## config.mk

```make
export PLATFORM = sky130hd
export DESIGN_NAME = calc_sequencer
export DESIGN_NICKNAME = d
export VERILOG_FILES = /design/src/rtl/calc_sequencer.sv
export SDC_FILE = /design/constraint.sdc
export NUM_CORES = 1
export LEC_CHECK = 0
export BUFFER_PORTS_ARGS = -buffer_cell sky130_fd_sc_hd__buf_2
export CELL_PAD_IN_SITES_DETAIL_PLACEMENT = 2
export CELL_PAD_IN_SITES_GLOBAL_PLACEMENT = 2
export CORE_MARGIN = 2
export CORE_UTILIZATION = 36
export CTS_CLUSTER_DIAMETER = 120
export CTS_CLUSTER_SIZE = 14
export DETAILED_ROUTE_END_ITERATION = 10
export PLACE_DENSITY_LB_ADDON = 0.15
export SYNTH_ARGS = -nofsm -noshare
export SYNTH_HDL_FRONTEND = slang
export SYNTH_SLANG_ARGS = --single-unit
```

## constraint.sdc

```tcl
create_clock -name i_clk -period 3 [get_ports i_clk]
set_clock_uncertainty 0.05 [all_clocks]
set_input_delay 0.15 -clock i_clk [delete_from_list [all_inputs] [get_ports i_clk]]
set_output_delay 0.15 -clock i_clk [all_outputs]
set_load 0.005 [all_outputs]
```

## src/rtl/calc_sequencer.sv

```systemverilog
// rtl/calc_sequencer.sv - calculator control FSM: operand/opcode capture, settle-and-latch, scan mode
// Drives op_a/op_b/sel into the result multiplexer and latches its output for display.
module calc_sequencer #(
  parameter int SETTLE = 2,
  parameter int HOLD   = 50000000,
  parameter int HOLD_W = 26
) (
  input  logic        i_clk,
  input  logic        i_rst,
  input  logic        i_btn_enter,
  input  logic        i_btn_scan,
  input  logic [4:0]  i_data_in,
  input  logic [11:0] i_mux_out,
  output logic [4:0]  o_op_a,
  output logic [4:0]  o_op_b,
  output logic [2:0]  o_sel,
  output logic [11:0] o_result,
  output logic        o_result_valid,
  output logic        o_busy,
  output logic [2:0]  o_state_dbg
);

  typedef enum logic [2:0] {
    S_IDLE   = 3'd0,
    S_GET_B  = 3'd1,
    S_GET_OP = 3'd2,
    S_SETTLE = 3'd3,
    S_DONE   = 3'd4,
    S_SCAN   = 3'd5
  } state_t;

  localparam logic [3:0]        SETTLE_M1 = 4'(SETTLE - 1);
  localparam logic [HOLD_W-1:0] HOLD_M1   = HOLD_W'(HOLD - 1);
  localparam logic [HOLD_W-1:0] SCAN_CAP  = HOLD_W'(SETTLE - 1);

  state_t              r_state;
  logic                r_enter_q;
  logic                r_scan_q;
  logic [3:0]          r_cnt;
  logic [HOLD_W-1:0]   r_hold;
  logic [4:0]          r_op_a;
  logic [4:0]          r_op_b;
  logic [2:0]          r_sel;
  logic [11:0]         r_result;
  logic                r_result_valid;
  logic                r_busy;

  logic w_enter_ev;
  logic w_scan_ev;

  assign w_enter_ev = i_btn_enter & ~r_enter_q;
  assign w_scan_ev  = i_btn_scan & ~r_scan_q;

  always_ff @(posedge i_clk or posedge i_rst) begin
    if (i_rst) begin
      r_state        <= S_IDLE;
      // History starts high so a button held through reset yields no event
      r_enter_q      <= 1'b1;
      r_scan_q       <= 1'b1;
      r_cnt          <= '0;
      r_hold         <= '0;
      r_op_a         <= '0;
      r_op_b         <= '0;
      r_sel          <= '0;
      r_result       <= '0;
      r_result_valid <= 1'b0;
      r_busy         <= 1'b0;
    end else begin
      r_enter_q <= i_btn_enter;
      r_scan_q  <= i_btn_scan;
      case (r_state)
        S_IDLE: begin
          if (w_enter_ev) begin
            r_op_a         <= i_data_in;
            r_result_valid <= 1'b0;
            r_state        <= S_GET_B;
          end
        end
        S_GET_B: begin
          if (w_enter_ev) begin
            r_op_b  <= i_data_in;
            r_state <= S_GET_OP;
          end
        end
        S_GET_OP: begin
          if (w_enter_ev && (i_data_in[2:0] != 3'd7)) begin
            r_sel   <= i_data_in[2:0];
            r_cnt   <= SETTLE_M1;
            r_busy  <= 1'b1;
            r_state <= S_SETTLE;
          end
        end
        S_SETTLE: begin
          if (r_cnt == 4'd0) begin
            r_result       <= i_mux_out;
            r_result_valid <= 1'b1;
            r_busy         <= 1'b0;
            r_state        <= S_DONE;
          end else begin
            r_cnt <= r_cnt - 4'd1;
          end
        end
        S_DONE: begin
          if (w_enter_ev) begin
            r_result_valid <= 1'b0;
            r_state        <= S_IDLE;
          end else if (w_scan_ev) begin
            r_sel          <= 3'd0;
            r_hold         <= '0;
            r_result_valid <= 1'b0;
            r_state        <= S_SCAN;
          end
        end
        S_SCAN: begin
          // Leaving on enter freezes sel/result and pre-empts any rollover
          if (w_enter_ev) begin
            r_state <= S_DONE;
          end else if (r_hold == HOLD_M1) begin
            r_hold         <= '0;
            r_result_valid <= 1'b0;
            r_sel          <= (r_sel == 3'd6) ? 3'd0 : r_sel + 3'd1;
          end else begin
            r_hold <= r_hold + 1'b1;
            if (r_hold == SCAN_CAP) begin
              r_result       <= i_mux_out;
              r_result_valid <= 1'b1;
            end
          end
        end
        default: begin
          r_busy  <= 1'b0;
          r_state <= S_IDLE;
        end
      endcase
    end
  end

  assign o_op_a         = r_op_a;
  assign o_op_b         = r_op_b;
  assign o_sel          = r_sel;
  assign o_result       = r_result;
  assign o_result_valid = r_result_valid;
  assign o_busy         = r_busy;
  assign o_state_dbg    = r_state;

endmodule

```

==> results of run 1 <==
flip-flops by register name, indices dropped and copies added, names as in the netlist:
signal / flops
r_scan_q: 1
o_op_a: 5
r_cnt: 4
o_result_valid: 1
o_state_dbg: 3
r_hold: 26
r_enter_q: 1
o_sel: 3
o_op_b: 5
o_result: 12
o_busy: 1
synthesized netlist by cell type (2+ instances only):
cell type | instances | area (sq um)
and3_1 | 3 | 18.77
a21oi_1 | 8 | 40.04
buf_2 | 6 | 30.03
clkbuf_1 | 6 | 22.52
mux2_2 | 19 | 214.0
inv_1 | 9 | 33.78
nand4_1 | 6 | 37.54
xor2_1 | 7 | 61.31
nor2_1 | 36 | 135.1
nor3_1 | 15 | 75.07
nand3b_1 | 2 | 15.01
nand2_1 | 21 | 78.83
o21ai_0 | 8 | 40.04
xnor2_1 | 18 | 157.7
nor4_2 | 2 | 25.02
mux2_1 | 3 | 33.78
nor2b_1 | 4 | 25.02
and2_1 | 2 | 12.51
o31ai_1 | 4 | 30.03
ha_1 | 3 | 37.54
dfstp_2 | 2 | 52.55
nor2_2 | 3 | 18.77
nand3_1 | 8 | 40.04
o2111ai_1 | 2 | 17.52
nor4_1 | 10 | 62.56
and4_1 | 4 | 35.03
nand2b_1 | 2 | 12.51
dfrtp_1 | 60 | 1501
power by group:
part / internal, mW / switching, mW
registers: 1.05 / 0.206
logic: 0.370 / 0.334
clock network: 0.386 / 0.362
kinds of logic after synthesis:
kind of cell             count (synthesis)  synth area share
AO/OA/AOI/OAI                           35           0.07712
flip-flops                              62            0.5067
adder cells (fa/ha/maj)                  3           0.01224
multiplexers                            22           0.08078
XOR/XNOR                                25           0.07140
buffers and inverters                   21           0.02815
AND/OR/NAND/NOR                        127            0.2236
critical path: stages, from the launching register on:
cell     delay, ns
dfrtp_1       0.41
inv_1         0.08
ha_1          0.16
or3b_2        0.51
nor3_1        0.36
o21ai_1       0.43
mux2_1        0.51
final timing paths:
| check | start | end | cells past startpoint |
|---|---|---|---|
| setup / recovery | r_cnt[1] | o_result[4] | 6 |
| setup reg to reg | r_cnt[1] | o_result[4] | 6 |
| min in group asynchronous | i_rst | o_op_b[3] | 3 |
| hold reg to reg | o_op_b[2] | o_op_b[2] | 1 |
| hold / removal | i_mux_out[6] | o_result[6] | 2 |
| max in group asynchronous | i_rst | r_enter_q | 4 |
area by class of cell:
cell class | count | area [sq um]
Multi-Input combinational cell | 212 | 1426
Clock buffer | 9 | 123.9
Sequential cell | 62 | 1554
Fill cell | 908 | 4434
Timing Repair Buffer | 70 | 440.4
Tap cell | 105 | 131.4
Inverter | 9 | 33.78
Clock inverter | 7 | 72.57
routing by layer:
metal,wire [um],GRT usage,vias up
li1,-,-,1186
met1,3816,0.2520,1313
met2,4689,0.3802,37
met3,302,0.04933,12
met4,163,0.08099,0
met5,0,0,-
timing repair:
item                                   in CTS  in global routing
endpoints found under the hold margin      40                  1
hold buffers                               15                  1
setup buffers                               0                  0
stage by stage:
stage	setup slack, ns	area (sq um)
5_1_grt	0.2359	3782
3_5_place_dp	0.4717	3426
6_report	0.3632	3782
4_1_cts	0.4229	3772
3_3_place_gp	0.5807	3426
2_1_floorplan	0.8841	3067
==> results.cfg, run 1 <==
[synth]
synth_seq_cells = 62
ys.flop_type = dfrtp_1
ys.warnings.count = 0
avgSynthCellArea_sq_um = 10.40
synth_area_sq_mm = 0.003067
synth-async-reset-ratio = 1.000
ys_seq_area_frac = 0.5067
synth_cells = 295
yosysUniqueCellTypes = 50
synth_enable_flop_cells = 0
syn-num-nets = 319

[sta]
setup_violations = 0
drv_slew = 0
period_minus_slack_ns = 2.637
setup_tns_ns = 0
relSlewSlack = 0.2589
whs_ns = 0.02582
worst_pin_slew_ns = 1.104
timing.final.crit_share = 0.8789
hold_violations = 0
rsz0062_at_grt = no
fmax_mhz = 379.3

[floorplanning]
die_w_um = 96.30
start_util = 0.3732
io-pin-count = 51
dieArea_sq_mm = 0.009273
die_h_um = 96.30
num_rows = 33
coreArea_sq_mm = 0.008217

[critical_path]
critical_path_required_ns = 3.18
timing_worst_setup_path_type = flop to flop
arrival_ns = 2.82
critPathLaunchType = flop
ff2ff_setup_slack_ns = 0.36
endpoint_kind = flop
path_max_fanout = 12

[global_routing]
overflow = 0
grt_util_all_layers = 0.2148
grt_pass1_wl_mm = 14.75
grt_pass1_vias = 2812
antenna_found_initial = 0
grt_max_degree = 27

[layout]
layout_commonest_cell = dfrtp_1
finalNonFillerCells = 474
syn_to_final_growth_pct = 23.34
final_util = 0.4603
fin_nets = 388
antennaDiodeCount = 0
most-common-layout-cells = dfrtp_1, buf_2, nor2_1
layout-drive-gt1-share = 0.2818

[run]
maxCapViolCount = 0

[run_status]
status = finished, final reports clean

[placement]
dp_hpwl_mm = 6.090
place.gp.congestion = 0.7428
dp_cells = 442
port_buffers = 50

[power_and_ir_drop]
leakagePower_nw = 1.718
peakVddDrop_mv = 0.2214
p_per_area_mw_per_mm2 = 717.1
p_total_mw = 2.712

[clocking]
cts_sinks = 62
cts_resized = 0
clockBufferDepth = 2
h-tree-depth = 3
insertion_delay_ns = 0.34
numCtsBuffers = 9
clk_pin_slew_ns = 0.09
root_buffer = clkbuf_8
cts_tree = built

[drt]
wire_per_inst_um = 18.93
drc_errors = 0
vias_per_cell = 5.376
dr.pass1.iters = 4
vias = 2548
final_antenna_net_count = 0
first_iter_violations = 52
routed_wl_mm = 8.972

[worst_hold_path]
hp-class = primary input to flop
No activity file was read; power rests on OpenSTA's default activity.
==> inputs of run 2 (changes only) <==
--- a/config.mk
+++ b/config.mk
@@ -13,7 +13,7 @@
 export CTS_CLUSTER_DIAMETER = 120
 export CTS_CLUSTER_SIZE = 14
 export DETAILED_ROUTE_END_ITERATION = 10
-export PLACE_DENSITY_LB_ADDON = 0.15
+export PLACE_DENSITY_LB_ADDON = 0.25
 export SYNTH_ARGS = -nofsm -noshare
 export SYNTH_HDL_FRONTEND = slang
 export SYNTH_SLANG_ARGS = --single-unit
==> results.cfg, run 2 (synthesized netlist as in run 1, its figures left out) <==
[layout]
antennaDiodeCount = 0
syn_to_final_growth_pct = 24.44
largest-register = r_hold
largest_reg_flops = 26
finalInstanceArea_sq_mm = 0.003816
most-common-layout-cells = dfrtp_1, buf_2, nor2_1
final_util = 0.4644
layout-drive-gt1-share = 0.2811
finalNonFillerCells = 475
layout_commonest_cell = dfrtp_1
fin_nets = 389

[clocking]
cts_resized = 0
cts-hold-fix-buffers = 17
clockBufferDepth = 2
root_buffer = clkbuf_8
insertion_delay_ns = 0.35
numCtsBuffers = 9
post_cts_buffers = 0
h-tree-depth = 3
clk_pin_slew_ns = 0.08
cts_tree = built
cts_sinks = 62

[worst_hold_path]
hp-class = primary input to flop
hold_depth = 2

[placement]
port_buffers = 50
place.gp.congestion = 0.7441
placed_cell_area_sq_mm = 0.003426
dp_hpwl_mm = 6.163
dp_cells = 442

[sta]
fmax_mhz = 380.5
period_minus_slack_ns = 2.628
setup_tns_ns = 0
rsz0062_at_grt = no
timing.final.crit_share = 0.8762
relSlewSlack = 0.2623
drv_slew = 0
hold_violations = 0
worst_pin_slew_ns = 1.099
setup_violations = 0

[drt]
dr.pass1.iters = 5
drc_errors = 0
vias_per_cell = 5.387
first_iter_violations = 55
wire_per_inst_um = 20.99
final_antenna_net_count = 0
routed_wl_mm = 9.971
vias = 2559

[critical_path]
timing_worst_setup_path_type = flop to flop
arrival_ns = 2.81
endpoint_kind = flop
critPathLaunchType = flop
path_max_fanout = 12
slowest_stage = or3b_2
ff2ff_setup_slack_ns = 0.37
critical_path_required_ns = 3.18
reg2reg_depth = 6
max_stage_delay_ns = 0.52
worstPathCellList = inv_1 -> ha_1 -> or3b_2 -> nor3_1 -> o21ai_1 -> mux2_1

[floorplanning]
num_rows = 33
start_util = 0.3732
die_w_um = 96.30
dieArea_sq_mm = 0.009273
io-pin-count = 51
die_h_um = 96.30
coreArea_sq_mm = 0.008217

[power_and_ir_drop]
p_sw_uw = 952.1
clkPwrFrac = 0.297
p_per_area_mw_per_mm2 = 745.9
leakagePower_nw = 1.728
seqPwrFrac = 0.451
switching_share = 0.3345
peakVddDrop_mv = 0.2294
internal-power_mw = 1.894
pwr-share-comb = 0.252

[global_routing]
grt_max_degree = 29
grt_pass1_vias = 2913
grt_pass1_wl_mm = 16.19
overflow = 0
grt_util_all_layers = 0.2391
antenna_found_initial = 0

[run]
maxCapViolCount = 0

[run_status]
status = finished, final reports clean
-- run 2: cell types whose count changed in the layout (fill, tap and decap cells not counted) --
cell / change
bufinv_16: +1
clkinv_2: -1
clkinvlp_4: +1
dlygate4sd3_1: +1
inv_6: -1
-- run 2: final timing paths --
path                              startpoint           to
worst max-delay path                r_cnt[0]  o_result[1]
worst min-delay path            i_data_in[2]    o_op_a[2]
worst max register to register      r_cnt[0]  o_result[1]
worst min register to register   o_result[5]  o_result[5]
max in group asynchronous              i_rst     r_cnt[3]
min in group asynchronous              i_rst  o_result[6]
-- run 2: power groups by stage --
stage / registers, mW / logic [mW] / clock network, mW
detailed placement: 1.27 / 0.673 / 0
floorplan: 1.21 / 0.404 / 0
CTS: 1.26 / 0.698 / 0.845
finish: 1.28 / 0.717 / 0.845
global route: 1.31 / 0.811 / 0.905
global placement: 1.25 / 0.637 / 0
-- run 2: layout make-up --
cell class	instances	area, sq um
sequential	62	1554
clock buffer	9	123.9
inverter	9	33.78
fill	891	4400
clock inverter	7	96.34
multi-input combinational	212	1426
timing repair buffer	71	450.4
tap	105	131.4
-- run 2: per-stage QoR --
stage	hold slack (ns)	setup WS, ns	power [mW]
4_1_cts	0.02791	0.4007	2.804
2_1_floorplan	0.1045	0.8841	1.609
3_5_place_dp	0.2020	0.4614	1.947
5_1_grt	0.04134	0.1402	3.030
3_3_place_gp	0.2132	0.5656	1.889
6_report	0.03951	0.3715	2.846
-- run 2: worst max-delay path, delay by kind of cell, from the launching register on --
| kind | cells | cell delay (ns) |
|---|---|---|
| AND/OR/NAND/NOR | 2 | 0.90 |
| adder cells (fa/ha/maj) | 1 | 0.17 |
| multiplexers | 1 | 0.47 |
| AO/OA/AOI/OAI | 1 | 0.44 |
| flip-flops | 1 | 0.41 |
| buffers and inverters | 1 | 0.08 |
-- run 2: layer usage --
layer / vias to the layer above / wire, um / track usage / part of all wire
met5: - / 0 / 0 / 0
met4: 0 / 248 / 0.1127 / 0.025
met3: 17 / 237 / 0.04072 / 0.024
met2: 41 / 5403 / 0.4259 / 0.54
met1: 1315 / 4082 / 0.2778 / 0.41
li1: 1186 / - / - / -
==> inputs of run 3 (changes only) <==
--- a/config.mk
+++ b/config.mk
@@ -14,6 +14,7 @@
 export CTS_CLUSTER_SIZE = 14
 export DETAILED_ROUTE_END_ITERATION = 10
 export PLACE_DENSITY_LB_ADDON = 0.25
+export REMOVE_ABC_BUFFERS = 1
 export SYNTH_ARGS = -nofsm -noshare
 export SYNTH_HDL_FRONTEND = slang
 export SYNTH_SLANG_ARGS = --single-unit
==> results.cfg, run 3 (synthesized netlist as in run 1, its figures left out) <==
[run_status]
status = finished, final reports clean

[drt]
vias = 2525
vias_per_cell = 5.305
dr.pass1.iters = 4
drc_errors = 0
final_antenna_net_count = 0
wire_per_inst_um = 20.07
first_iter_violations = 91
routed_wl_mm = 9.554

[placement]
dp_hpwl_mm = 6.048
port_buffers = 50
place.gp.congestion = 0.8154
dp_cells = 444

[layout]
antennaDiodeCount = 0
syn_to_final_growth_pct = 24.93
multi_input_area_sq_mm = 0.001426
layout-drive-gt1-share = 0.2857
most-common-layout-cells = dfrtp_1, buf_2, nor2_1
fin_nets = 390
layout_commonest_cell = dfrtp_1
largest-register = r_hold
layout.area.seq_sq_mm = 0.001554
fill_cells = 878
finalNonFillerCells = 476
largest_reg_flops = 26

[clocking]
clockBufferDepth = 2
h-tree-depth = 3
clk_pin_slew_ns = 0.09
cts_sinks = 62
root_buffer = clkbuf_8
insertion_delay_ns = 0.35
numCtsBuffers = 9
cts_tree = built

[sta]
setup_tns_ns = 0
drv_slew = 0
setup_violations = 0
period_minus_slack_ns = 2.523
worst_pin_slew_ns = 1.111
timing.final.crit_share = 0.8410
hold_violations = 0
rsz0062_at_grt = no
whs_ns = 0.006423
relSlewSlack = 0.2542
fmax_mhz = 396.3

[critical_path]
worstPathCellList = inv_1 -> ha_1 -> or3b_2 -> nor3_1 -> o21ai_1 -> mux2_1
reg2reg_to = o_result[0]
crit_end = o_result[0]
slowest_stage = or3b_2
path_max_fanout = 12
timing_worst_setup_path_type = flop to flop
cp-startpoint = r_cnt[0]
arrival_ns = 2.71
critical_path_required_ns = 3.18
ff2ff_setup_slack_ns = 0.48
reg2reg_depth = 6
max_stage_delay_ns = 0.51
r2r_start = r_cnt[0]
endpoint_kind = flop
critPathLaunchType = flop

[floorplanning]
die_h_um = 96.30
die_w_um = 96.30
num_rows = 33
io-pin-count = 51
coreArea_sq_mm = 0.008217
start_util = 0.3732
dieArea_sq_mm = 0.009273

[global_routing]
grt_pass1_wl_mm = 15.20
grt_max_degree = 51
grt_util_all_layers = 0.2211
antenna_found_initial = 0
overflow = 0
grt_pass1_vias = 2750

[power_and_ir_drop]
p_total_mw = 2.881
clkPwrFrac = 0.308
seqPwrFrac = 0.429
p_sw_uw = 950.6
leakagePower_nw = 1.742
p_per_area_mw_per_mm2 = 752.0
switching_share = 0.3299
peakVddDrop_mv = 0.2700
pwr-share-comb = 0.262
internal-power_mw = 1.930

[worst_hold_path]
hp-class = primary input to async pin

[run]
maxCapViolCount = 0
[run 3: final cells by class]
cell class | instances | area share
clock inverters | 6 | 0.02417
well taps | 105 | 0.03429
repair buffers | 72 | 0.1189
clock buffers | 10 | 0.03592
inverters | 9 | 0.008818
multi-input cells | 212 | 0.3723
flip-flops and latches | 62 | 0.4056
[run 3: timing repair]
item | 4_1_cts | 5_1_grt
hold buffers | 16 | 0
endpoints found under the hold margin | 17 | 0
resized for setup | 0 | 0
buffers inserted | 0 | 0
[run 3: power groups by stage]
| stage | Sequential [mW] | Clock (mW) | Combinational, mW |
|---|---|---|---|
| 5_1_grt | 1.27 | 0.936 | 0.844 |
| 3_3_place_gp | 1.22 | 0 | 0.684 |
| 2_1_floorplan | 1.24 | 0 | 0.355 |
| 3_5_place_dp | 1.24 | 0 | 0.727 |
| 4_1_cts | 1.22 | 0.894 | 0.752 |
| 6_report | 1.24 | 0.889 | 0.756 |
[run 3: worst min path at each step]
stage	depth (start not counted)	end	slack, ns	startpoint
floorplan	0	r_enter_q	0.10	i_btn_enter
finish	2	o_op_b[3]	0.006	i_rst
detailed placement	1	r_scan_q	0.22	i_btn_scan
global route	2	o_op_a[2]	0.03	i_data_in[2]
global placement	1	r_scan_q	0.22	i_btn_scan
CTS	2	o_op_a[2]	0.03	i_data_in[2]
[run 3: per-stage QoR]
step / setup slack [ns] / area, sq um / util
global placement: 0.5946 / 3441 / 0.4188
finish: 0.4769 / 3831 / 0.4663
global route: 0.2848 / 3831 / 0.4663
detailed placement: 0.5194 / 3441 / 0.4188
floorplan: 0.8327 / 3014 / -
CTS: 0.4740 / 3831 / 0.4663
[run 3: routing by layer]
metal  share of wire  up-vias  GRT usage
met5               0        -          0
li1                -     1186          -
met3           0.026       12    0.03289
met4           0.012        0    0.06338
met2            0.54       42     0.3941
met1            0.42     1285     0.2772
[run 3: worst max-delay path, delay by kind of cell, from the launching register on]
kind                     cells  cell delay [ns]
adder cells (fa/ha/maj)      1             0.15
flip-flops                   1             0.42
AO/OA/AOI/OAI                1             0.42
AND/OR/NAND/NOR              2             0.83
multiplexers                 1             0.46
buffers and inverters        1             0.08
